**src/rtl/mdr_pkg.sv**
```systemverilog
// mdr_pkg: shared definitions for the MDR operand loader.
//   DW                      operand/result width
//   DEFAULT_TIMEOUT_CYCLES  default watchdog limit for any wait state
//   mdr_op_t                operation encodings (2'b11 is illegal)
//   loader_state_t          loader FSM state encoding
package mdr_pkg;

  localparam int DW = 16;
  localparam int DEFAULT_TIMEOUT_CYCLES = 1023;

  typedef enum logic [1:0] {
    OP_MUL  = 2'b00,
    OP_DIV  = 2'b01,
    OP_SQRT = 2'b10
  } mdr_op_t;

  localparam logic [1:0] OP_ILLEGAL = 2'b11;

  typedef enum logic [2:0] {
    ST_IDLE,
    ST_START,
    ST_WAIT_X,
    ST_LOAD_X,
    ST_WAIT_Y,
    ST_LOAD_Y,
    ST_WAIT_RDY,
    ST_RESP
  } loader_state_t;

  // States in which the loader waits on the MDR and the watchdog runs.
  function automatic logic is_wait(loader_state_t s);
    return (s == ST_WAIT_X) || (s == ST_WAIT_Y) || (s == ST_WAIT_RDY);
  endfunction

endpackage

```
**src/rtl/mdr_operand_loader_if.sv**
```systemverilog
// mdr_operand_loader_if: host request/response and MDR load bus.
//   master modport: the loader (accepts requests, drives MDR commands,
//                   returns responses)
//   slave modport : the environment (host plus MDR core)
//
// Handshake rules:
//   - A request transfers on a rising edge where req_valid && req_ready;
//     req_ready is high only while the loader is idle.
//   - mdr_start, mdr_load and rsp_valid are single-cycle pulses with no
//     back-pressure; mdr_data is meaningful only while mdr_load is high.
//   - mdr_load_x / mdr_load_y / mdr_ready / mdr_error are sampled on each
//     rising edge while the loader is waiting for them.
interface mdr_operand_loader_if;
  import mdr_pkg::*;

  logic          req_valid;
  logic          req_ready;
  logic [1:0]    req_op;
  logic [DW-1:0] req_x;
  logic [DW-1:0] req_y;

  logic          mdr_start;
  logic [1:0]    mdr_op;
  logic          mdr_load;
  logic [DW-1:0] mdr_data;
  logic          mdr_load_x;
  logic          mdr_load_y;
  logic          mdr_ready;
  logic          mdr_error;
  logic [DW-1:0] mdr_result;
  logic [DW-1:0] mdr_reminder;

  logic          rsp_valid;
  logic [DW-1:0] rsp_result;
  logic [DW-1:0] rsp_reminder;
  logic          rsp_error;
  logic          rsp_timeout;

  modport master (
    input  req_valid, req_op, req_x, req_y,
    input  mdr_load_x, mdr_load_y, mdr_ready, mdr_error, mdr_result, mdr_reminder,
    output req_ready, mdr_start, mdr_op, mdr_load, mdr_data,
    output rsp_valid, rsp_result, rsp_reminder, rsp_error, rsp_timeout
  );

  modport slave (
    output req_valid, req_op, req_x, req_y,
    output mdr_load_x, mdr_load_y, mdr_ready, mdr_error, mdr_result, mdr_reminder,
    input  req_ready, mdr_start, mdr_op, mdr_load, mdr_data,
    input  rsp_valid, rsp_result, rsp_reminder, rsp_error, rsp_timeout
  );

endinterface

```
**src/rtl/mdr_wdog.sv**
```systemverilog
// mdr_wdog: wait-state watchdog counter.
//   clk, rst  clock and asynchronous active-low reset
//   clear     zero the counter (asserted on every state change)
//   enable    count this cycle (asserted in wait states)
//   expired   counter has reached TIMEOUT_CYCLES
module mdr_wdog #(
  parameter int TIMEOUT_CYCLES = mdr_pkg::DEFAULT_TIMEOUT_CYCLES
) (
  input  logic clk,
  input  logic rst,
  input  logic clear,
  input  logic enable,
  output logic expired
);

  localparam int CW = $clog2(TIMEOUT_CYCLES + 1);
  localparam logic [CW-1:0] LIMIT = CW'(TIMEOUT_CYCLES);

  logic [CW-1:0] count;

  // The count saturates at the limit so it cannot wrap if the owner
  // lingers in a wait state for an extra cycle.
  always_ff @(posedge clk or negedge rst) begin
    if (!rst) begin
      count <= '0;
    end else if (clear) begin
      count <= '0;
    end else if (enable && !expired) begin
      count <= count + 1'b1;
    end
  end

  assign expired = (count == LIMIT);

endmodule

```
**src/rtl/mdr_operand_loader.sv**
```systemverilog
// mdr_operand_loader: initiator side of the MDR operand-load handshake.
//   clk        system clock, rising edge
//   rst        asynchronous active-low reset
//   bus        request/MDR/response signals (master view)
//   dbg_state  current FSM state, for observation only
// Accepts one request, pulses Start, answers Load_X/Load_Y with single
// Load pulses carrying the latched operand, then returns one response
// pulse. A watchdog aborts any wait state that lasts TIMEOUT_CYCLES.
module mdr_operand_loader
  import mdr_pkg::*;
#(
  parameter int TIMEOUT_CYCLES = DEFAULT_TIMEOUT_CYCLES
) (
  input  logic                clk,
  input  logic                rst,
  mdr_operand_loader_if.master bus,
  output loader_state_t       dbg_state
);

  loader_state_t state, next;

  logic [1:0]    op_q;
  logic [DW-1:0] x_q, y_q;
  logic [DW-1:0] rsp_result_q, rsp_reminder_q;
  logic          rsp_error_q, rsp_timeout_q;

  // Response capture, valid only on the transition into RESP.
  logic          cap;
  logic [DW-1:0] cap_result, cap_reminder;
  logic          cap_error, cap_timeout;

  logic          expired;

  mdr_wdog #(.TIMEOUT_CYCLES(TIMEOUT_CYCLES)) u_wdog (
    .clk     (clk),
    .rst     (rst),
    .clear   (next != state),
    .enable  (is_wait(state)),
    .expired (expired)
  );

  always_ff @(posedge clk or negedge rst) begin
    if (!rst) begin
      state          <= ST_IDLE;
      op_q           <= '0;
      x_q            <= '0;
      y_q            <= '0;
      rsp_result_q   <= '0;
      rsp_reminder_q <= '0;
      rsp_error_q    <= 1'b0;
      rsp_timeout_q  <= 1'b0;
    end else begin
      state <= next;
      if (state == ST_IDLE && bus.req_valid) begin
        op_q <= bus.req_op;
        x_q  <= bus.req_x;
        y_q  <= bus.req_y;
      end
      if (cap) begin
        rsp_result_q   <= cap_result;
        rsp_reminder_q <= cap_reminder;
        rsp_error_q    <= cap_error;
        rsp_timeout_q  <= cap_timeout;
      end
    end
  end

  // Priority inside a wait state: MDR error, then completion, then the
  // requested load, then the watchdog. An error coincident with the
  // timeout is therefore reported as an MDR error, not a timeout.
  always_comb begin
    next         = state;
    cap          = 1'b0;
    cap_result   = '0;
    cap_reminder = '0;
    cap_error    = 1'b0;
    cap_timeout  = 1'b0;
    case (state)
      ST_IDLE: begin
        if (bus.req_valid) begin
          if (bus.req_op == OP_ILLEGAL) begin
            next      = ST_RESP;
            cap       = 1'b1;
            cap_error = 1'b1;
          end else begin
            next = ST_START;
          end
        end
      end
      ST_START: next = ST_WAIT_X;
      ST_WAIT_X, ST_WAIT_Y, ST_WAIT_RDY: begin
        if (bus.mdr_error || (state == ST_WAIT_RDY && bus.mdr_ready)) begin
          next         = ST_RESP;
          cap          = 1'b1;
          cap_result   = bus.mdr_result;
          cap_reminder = bus.mdr_reminder;
          cap_error    = bus.mdr_error;
        end else if (state == ST_WAIT_X && bus.mdr_load_x) begin
          next = ST_LOAD_X;
        end else if (state == ST_WAIT_Y && bus.mdr_load_y) begin
          next = ST_LOAD_Y;
        end else if (expired) begin
          next        = ST_RESP;
          cap         = 1'b1;
          cap_error   = 1'b1;
          cap_timeout = 1'b1;
        end
      end
      ST_LOAD_X: next = (op_q == OP_SQRT) ? ST_WAIT_RDY : ST_WAIT_Y;
      ST_LOAD_Y: next = ST_WAIT_RDY;
      ST_RESP:   next = ST_IDLE;
      default:   next = ST_IDLE;
    endcase
  end

  assign bus.req_ready    = (state == ST_IDLE);
  assign bus.mdr_start    = (state == ST_START);
  assign bus.mdr_op       = op_q;
  assign bus.mdr_load     = (state == ST_LOAD_X) || (state == ST_LOAD_Y);
  assign bus.mdr_data     = (state == ST_LOAD_X) ? x_q :
                            (state == ST_LOAD_Y) ? y_q : '0;
  assign bus.rsp_valid    = (state == ST_RESP);
  assign bus.rsp_result   = rsp_result_q;
  assign bus.rsp_reminder = rsp_reminder_q;
  assign bus.rsp_error    = rsp_error_q;
  assign bus.rsp_timeout  = rsp_timeout_q;
  assign dbg_state        = state;

endmodule

```
**src/flat_wrapper.sv**
```systemverilog
// flat-port wrapper written by rule: the top's interface ports become plain ports
module mdr_operand_loader_flat import mdr_pkg::*;
#(
  parameter int TIMEOUT_CYCLES = DEFAULT_TIMEOUT_CYCLES
)
  (clk, rst, dbg_state, bus_req_valid, bus_req_op, bus_req_x, bus_req_y, bus_mdr_load_x, bus_mdr_load_y, bus_mdr_ready, bus_mdr_error, bus_mdr_result, bus_mdr_reminder, bus_req_ready, bus_mdr_start, bus_mdr_op, bus_mdr_load, bus_mdr_data, bus_rsp_valid, bus_rsp_result, bus_rsp_reminder, bus_rsp_error, bus_rsp_timeout);
  mdr_operand_loader_if bus_i ();
  input  logic clk;
  input  logic rst;
  output loader_state_t dbg_state;
  input wire logic [$bits(bus_i.req_valid)-1:0] bus_req_valid;
  input wire logic [$bits(bus_i.req_op)-1:0] bus_req_op;
  input wire logic [$bits(bus_i.req_x)-1:0] bus_req_x;
  input wire logic [$bits(bus_i.req_y)-1:0] bus_req_y;
  input wire logic [$bits(bus_i.mdr_load_x)-1:0] bus_mdr_load_x;
  input wire logic [$bits(bus_i.mdr_load_y)-1:0] bus_mdr_load_y;
  input wire logic [$bits(bus_i.mdr_ready)-1:0] bus_mdr_ready;
  input wire logic [$bits(bus_i.mdr_error)-1:0] bus_mdr_error;
  input wire logic [$bits(bus_i.mdr_result)-1:0] bus_mdr_result;
  input wire logic [$bits(bus_i.mdr_reminder)-1:0] bus_mdr_reminder;
  output wire logic [$bits(bus_i.req_ready)-1:0] bus_req_ready;
  output wire logic [$bits(bus_i.mdr_start)-1:0] bus_mdr_start;
  output wire logic [$bits(bus_i.mdr_op)-1:0] bus_mdr_op;
  output wire logic [$bits(bus_i.mdr_load)-1:0] bus_mdr_load;
  output wire logic [$bits(bus_i.mdr_data)-1:0] bus_mdr_data;
  output wire logic [$bits(bus_i.rsp_valid)-1:0] bus_rsp_valid;
  output wire logic [$bits(bus_i.rsp_result)-1:0] bus_rsp_result;
  output wire logic [$bits(bus_i.rsp_reminder)-1:0] bus_rsp_reminder;
  output wire logic [$bits(bus_i.rsp_error)-1:0] bus_rsp_error;
  output wire logic [$bits(bus_i.rsp_timeout)-1:0] bus_rsp_timeout;
  assign bus_i.req_valid = bus_req_valid;
  assign bus_i.req_op = bus_req_op;
  assign bus_i.req_x = bus_req_x;
  assign bus_i.req_y = bus_req_y;
  assign bus_i.mdr_load_x = bus_mdr_load_x;
  assign bus_i.mdr_load_y = bus_mdr_load_y;
  assign bus_i.mdr_ready = bus_mdr_ready;
  assign bus_i.mdr_error = bus_mdr_error;
  assign bus_i.mdr_result = bus_mdr_result;
  assign bus_i.mdr_reminder = bus_mdr_reminder;
  assign bus_req_ready = bus_i.req_ready;
  assign bus_mdr_start = bus_i.mdr_start;
  assign bus_mdr_op = bus_i.mdr_op;
  assign bus_mdr_load = bus_i.mdr_load;
  assign bus_mdr_data = bus_i.mdr_data;
  assign bus_rsp_valid = bus_i.rsp_valid;
  assign bus_rsp_result = bus_i.rsp_result;
  assign bus_rsp_reminder = bus_i.rsp_reminder;
  assign bus_rsp_error = bus_i.rsp_error;
  assign bus_rsp_timeout = bus_i.rsp_timeout;
  mdr_operand_loader #(.TIMEOUT_CYCLES(TIMEOUT_CYCLES)) u_core (.clk(clk), .rst(rst), .bus(bus_i), .dbg_state(dbg_state));
endmodule
```
**config.mk**
```make
export PLATFORM = sky130hd
export DESIGN_NAME = mdr_operand_loader_flat
export DESIGN_NICKNAME = d
export VERILOG_FILES = /design/src/rtl/mdr_pkg.sv /design/src/rtl/mdr_operand_loader_if.sv /design/src/rtl/mdr_wdog.sv /design/src/rtl/mdr_operand_loader.sv /design/src/flat_wrapper.sv
export SDC_FILE = /design/constraint.sdc
export NUM_CORES = 1
export LEC_CHECK = 0
export ABC_CLOCK_PERIOD_IN_PS = 3400
export BUFFER_PORTS_ARGS = -buffer_cell sky130_fd_sc_hd__buf_2
export CAP_MARGIN = 20
export CORE_MARGIN = 5
export CORE_UTILIZATION = 53
export CTS_CLUSTER_SIZE = 8
export DETAILED_ROUTE_END_ITERATION = 16
export PLACE_DENSITY = 0.84
export SLEW_MARGIN = 20
export SYNTH_ARGS = -nofsm -noshare
export SYNTH_HDL_FRONTEND = slang
export SYNTH_HIERARCHICAL = 1
export SYNTH_SLANG_ARGS = --single-unit
```
**constraint.sdc**
```tcl
create_clock -name clk -period 3.4 [get_ports clk]
set_input_delay 0.85 -clock clk [delete_from_list [all_inputs] [get_ports clk]]
set_output_delay 0.85 -clock clk [all_outputs]
set_load 0.005 [all_outputs]
```
==> metrics, run 1 <==
RSZ-0062 raised after global routing false; CP max-delay cell and3b_1; Clk Latency, worst-skew pair 0.34 ns; post-route ant nets 0; filler cell count about 540; Pins Over Slew Limit 0; DIE WIDTH about 90 µm; Worst Path Buf+Inv 1; critical path class reg2out; GPL Wtd Cong between 0.8 and 0.9; fin crit share 0.8568; wire per inst roughly 15 µm; Area contributors post-synth dfrtp_1, mux2_2, nand2_1; DRC viols 0; fin crit period around 3 ns; worst hold path type reg2reg; Slew headroom 0.5267; Synth Cell Area roughly 3600 µm²; clk sinks just over 80; Synth Warn # 6; Starting Density 0.5382; nets@finish ~540; mean area per synthesized cell 10.73 µm²; Critical Path AT approximately 2.1 ns; Synth area leader dfrtp_1; Leak roughly 0.0022 µW; CTS buffer count 9; outcome finished, final reports clean; Longest Clk Path Bufs 2; Worst-path clk slew approximately 0.08 ns; clock skew around 0.013 ns; drt pass-1 iters 4; vias in the first global route between 2000 and 3000; kind of end point of the critical path output pin; Final TNS setup 0 ns; share of the synthesized area in the top cell type 0.5637; largest net degree at the start of global routing slightly above 80; Max FO, Critical Path 17; IO buf count between 100 and 150; initial drt markers between 100 and 150; sequential-to-total area share from yosys stat 0.5637; Startpoint Class flip-flop; setup bufs post-CTS 0; die height 92.37 µm; total power between 3000 and 4000 µW; Antenna diodes 0; slowest stage delay, CP around 0.69 ns; Core Region between 6000 and 7000 µm²; Layout area overhead 25.82%; Net Count, Synth just over 400; Post-CTS Hold Buffers 0; via count roughly 2900; number of vias per cell between 5 and 6; GRT Overall Usage 0.2072; first-pass GRT wire length 14.08 mm; std cell rows 30; Pwr per Cell Area 817.2 nW/µm²; clk root buf clkbuf_8; delay-heaviest family, CP simple AND/OR/NAND/NOR gates; Max-Cap Viols 0; Hold Fails Final Rpt 0; #FFs+latches synth 81; antenna violations before repair 0; IO Pins around 130; fmax 0.3433 GHz; die footprint 8532 µm²; # resized after CTS 0; Max H-tree Level 3; Mapped Cells ~340; post-DP HPWL a little over 6 mm; Distinct cells, synth 42; peak supply drop around 510 µV; Data required, critical path around 2.6 ns; crit-path cells and3b_1 -> a22o_1 -> buf_2; Finish-stage setup viols 0; share of post-route cells with drive strength above 1 0.4038; final wirelength roughly 8.4 mm; Slew @ Worst Pin ~0.7 ns; GRT Residual Overflow 0; CTS tree done
==> layer usage <==
| layer | wire, µm | track usage | up-vias |
|---|---|---|---|
| met3 | 837 | 0.06742 | 8 |
| met4 | 104 | 0.08168 | 0 |
| met5 | 0 | 0 | - |
| li1 | - | - | 1423 |
| met2 | 3689 | 0.3094 | 130 |
| met1 | 3781 | 0.2804 | 1375 |
==> worst register-to-register path, delay by kind of cell, from the launching register on <==
family | cells | cell delay (ns)
adder cells (fa/ha/maj) | 1 | 0.23
AO/OA/AOI/OAI | 1 | 0.32
AND/OR/NAND/NOR | 5 | 1.34
flip-flops | 1 | 0.42
==> logic make-up after synthesis <==
family                     share of synthesized area
and+or+nand+nor                               0.1465
buffers and inverters                        0.03062
adders and majority gates                   0.003479
muxes                                         0.1120
DFF                                           0.5637
AOI/OAI and AO/OA                             0.1388
xor gates and xnor gates                    0.004872
==> path summary, 6_finish.rpt <==
check | slack, ns | cells past startpoint | from | end
setup reg to reg | 1.03 | 7 | u_core/u_wdog/count[0]$_DFFE_PN0P_ | u_core/u_wdog/count[3]$_DFFE_PN0P_
hold / removal | 0.51 | 1 | u_core/x_q[2]$_DFFE_PN0P_ | u_core/x_q[2]$_DFFE_PN0P_
max in group asynchronous | 2.38 | 1 | rst | u_core/y_q[5]$_DFFE_PN0P_
min in group asynchronous | 0.54 | 1 | rst | u_core/bus.rsp_result[11]$_DFFE_PN0P_
hold reg to reg | 0.51 | 1 | u_core/x_q[2]$_DFFE_PN0P_ | u_core/x_q[2]$_DFFE_PN0P_
setup / recovery | 0.49 | 3 | u_core/dbg_state[2]$_DFF_PN0_ | bus_mdr_data[9]
==> cell usage after synthesis <==
cell and count:
dfrtp_1 81, nand2_1 73, mux2_2 34, o21ai_0 29, a22o_1 16, nor2_1 11
buf_2 10, o21ai_1 10, a21oi_1 7, nand3_1 6, clkbuf_1 5, nor2b_1 4
nor3_1 4, buf_4 3, inv_1 3, nand2b_1 3, or3_1 3, or4_1 3
and3_1 2, buf_1 2, mux2i_1 2, nand4_1 2, o31ai_1 2, xor2_1 2
a211oi_1 1, a21o_1 1, a21oi_2 1, a32oi_1 1, and2_1 1, and3b_1 1
ha_1 1, nor4_1 1, nor4b_4 1, o21a_1 1, o21bai_1 1, o22ai_1 1
o311ai_0 1, o31a_1 1, o31ai_2 1, o31ai_4 1, o41ai_1 1, or2_2 1
==> stage by stage <==
| stage | setup slack, ns | utilization | hold slack [ns] | cells | instance area, µm² |
|---|---|---|---|---|---|
| final | 0.4870 | 0.6772 | 0.5147 | 548 | 4524 |
| after global routing | 0.3866 | 0.6772 | 0.5415 | 548 | 4524 |
| after CTS | 0.4862 | 0.6766 | 0.5153 | 548 | 4521 |
| after detailed placement | 0.8721 | 0.6449 | 0.4972 | 532 | 4309 |
| after global placement | 0.9745 | 0.6449 | 0.4894 | 532 | 4309 |
| after floorplan | 1.163 | - | 0.4811 | 335 | 3596 |
==> power by group <==
part / internal [µW] / switching (µW)
clock: 418 / 328
combinational: 643 / 674
sequential: 1380 / 260
==> flip-flops by register name, summed over array words and instances, names as in the netlist <==
name                     cells
u_core/bus.rsp_timeout       1
u_core/u_wdog/count         10
u_core/bus.rsp_error         1
u_core/bus.rsp_reminder     16
u_core/y_q                  16
u_core/x_q                  16
u_core/dbg_state             3
u_core/bus.rsp_result       16
u_core/bus.mdr_op            2
==> final cells by class <==
type / instances / area (µm²) / share of cell area
clock inverter: 4 / 76.32 / 0.01687
timing repair buffer: 137 / 706.9 / 0.1562
sequential: 81 / 2027 / 0.4480
tap: 80 / 100.1 / 0.02212
clock buffer: 12 / 135.1 / 0.02987
multi-input combinational: 231 / 1468 / 0.3244
inverter: 3 / 11.26 / 0.002489
==> layout by cell type, fill, tap and decap left out, types with 4 or more instances in the layout <==
master | netlist | routed
a22o_1 | 16 | 16
a21oi_1 | 7 | 7
o21ai_0 | 29 | 29
nor2b_1 | 4 | 4
nand2_1 | 73 | 73
o21ai_1 | 10 | 10
mux2_2 | 34 | 34
clkbuf_8 | 0 | 9
nor3_1 | 4 | 4
nor2_1 | 11 | 11
buf_2 | 10 | 130
buf_4 | 3 | 6
dfrtp_1 | 81 | 81
nand3_1 | 6 | 6
(Power assumes the default switching activity.)
==> inputs of run 2 (changes only) <==
Settings changed: RECOVER_POWER set to 25.
==> metrics, run 2 (synthesized netlist as in run 1, its figures left out) <==
Hold Fails Final Rpt 0; fin crit share 0.8568; Data required, critical path between 2 and 3 ns; DRC viols 0; wire per inst 15.34 µm; fin crit period about 3 ns; peak supply drop ~510 µV; Max-Cap Viols 1; GRT Overall Usage 0.2072; IO Pins about 130; first-pass GRT wire length 14.08 mm; post-route ant nets 0; total power between 3000 and 4000 µW; CP startpoint u_core/dbg_state[2]$_DFF_PN0_; CTS buffer count 9; outcome finished with violations; GRT Residual Overflow 0; Post-CTS Hold Buffers 0; drt pass-1 iters 4; clock skew 0.01256 ns; antenna violations before repair 0; Critical Path AT about 2.1 ns; largest net degree at the start of global routing 82; nets@finish about 540; reg2reg start u_core/u_wdog/count[0]$_DFFE_PN0P_; Pwr per Cell Area 818.2 nW/µm²; number of vias per cell 5.358; hold wc startpoint u_core/x_q[2]$_DFFE_PN0P_; clk sinks 81; Max FO, Critical Path 17; Startpoint Class flip-flop; setup bufs post-CTS 0; RSZ-0062 raised after global routing false; commonest non-fill, non-tap cell in the layout buf_2; crit-path cells and3b_1 -> a22o_1 -> buf_2; Core Region about 6700 µm²; fmax ~0.34 GHz; Final TNS setup 0 ns; Leak between 0.002 and 0.0025 µW; std cell rows 30; Worst Path Buf+Inv 1; Starting Density 0.5382; via count approximately 2900; post-DP HPWL 6.042 mm; initial drt markers 112; Finish-stage setup viols 0; Layout area overhead 25.64%; clk root buf clkbuf_8; CP max-delay cell and3b_1; # resized after CTS 0; critical path class reg2out; die footprint approximately 8500 µm²; kind of end point of the critical path output pin; Clk Latency, worst-skew pair 0.34 ns; CTS tree done; slowest stage delay, CP between 0.6 and 0.7 ns; vias in the first global route slightly below 3000; Slew headroom -0.2924; delay-heaviest family, CP simple AND/OR/NAND/NOR gates; Pins Over Slew Limit ~80; worst hold path type reg2reg; DIE WIDTH approximately 90 µm; Antenna diodes 0; share of post-route cells with drive strength above 1 0.4038; Slew @ Worst Pin 1.939 ns; Worst-path clk slew ~0.080 ns; Longest Clk Path Bufs 2; most frequent cells in the layout buf_2, dfrtp_1, nand2_1; die height approximately 92 µm; GPL Wtd Cong 0.8453; violated checks max-capacitance violations, max-slew violations; Max H-tree Level 3; final wirelength approximately 8.4 mm; IO buf count ~130
## run 2: final timing paths
kind | to | slack, ns | cells after the start
min in group asynchronous | u_core/bus.rsp_result[11]$_DFFE_PN0P_ | 1.06 | 1
min reg2reg | u_core/x_q[2]$_DFFE_PN0P_ | 0.51 | 1
max reg2reg | u_core/u_wdog/count[3]$_DFFE_PN0P_ | 1.03 | 7
max | bus_mdr_data[9] | 0.49 | 3
min | u_core/x_q[2]$_DFFE_PN0P_ | 0.51 | 1
max in group asynchronous | u_core/y_q[5]$_DFFE_PN0P_ | 1.21 | 1
## run 2: layout make-up
cell class | count | area (µm²)
Fill cell | 541 | 2163
Sequential cell | 81 | 2027
Multi-Input combinational cell | 231 | 1468
Timing Repair Buffer | 137 | 700.7
Clock buffer | 12 | 135.1
Tap cell | 80 | 100.1
Clock inverter | 4 | 76.32
Inverter | 3 | 11.26
## run 2: where the power goes
group	leakage, µW	switching, µW	internal [µW]
clock network	0.000101	328	418
logic	0.00111	674	642
registers	0.00101	260	1380
## run 2: metal layers
layer / vias up / wire length (µm) / track usage / share of wire
met3: 8 / 837 / 0.06742 / 0.10
met1: 1375 / 3777 / 0.2804 / 0.45
li1: 1423 / - / - / -
met4: 0 / 104 / 0.08168 / 0.012
met5: - / 0 / 0 / 0
met2: 130 / 3688 / 0.3094 / 0.44
## run 2: metrics by stage
step,hold WS (ns),setup WS (ns),area (µm²),instances,utilization
6_report,0.5147,0.4870,4518,548,0.6762
2_1_floorplan,0.4811,1.163,3596,335,-
5_1_grt,0.5415,0.3866,4518,548,0.6762
3_3_place_gp,0.4894,0.9745,4309,532,0.6449
4_1_cts,0.5153,0.4862,4521,548,0.6766
3_5_place_dp,0.4972,0.8721,4309,532,0.6449
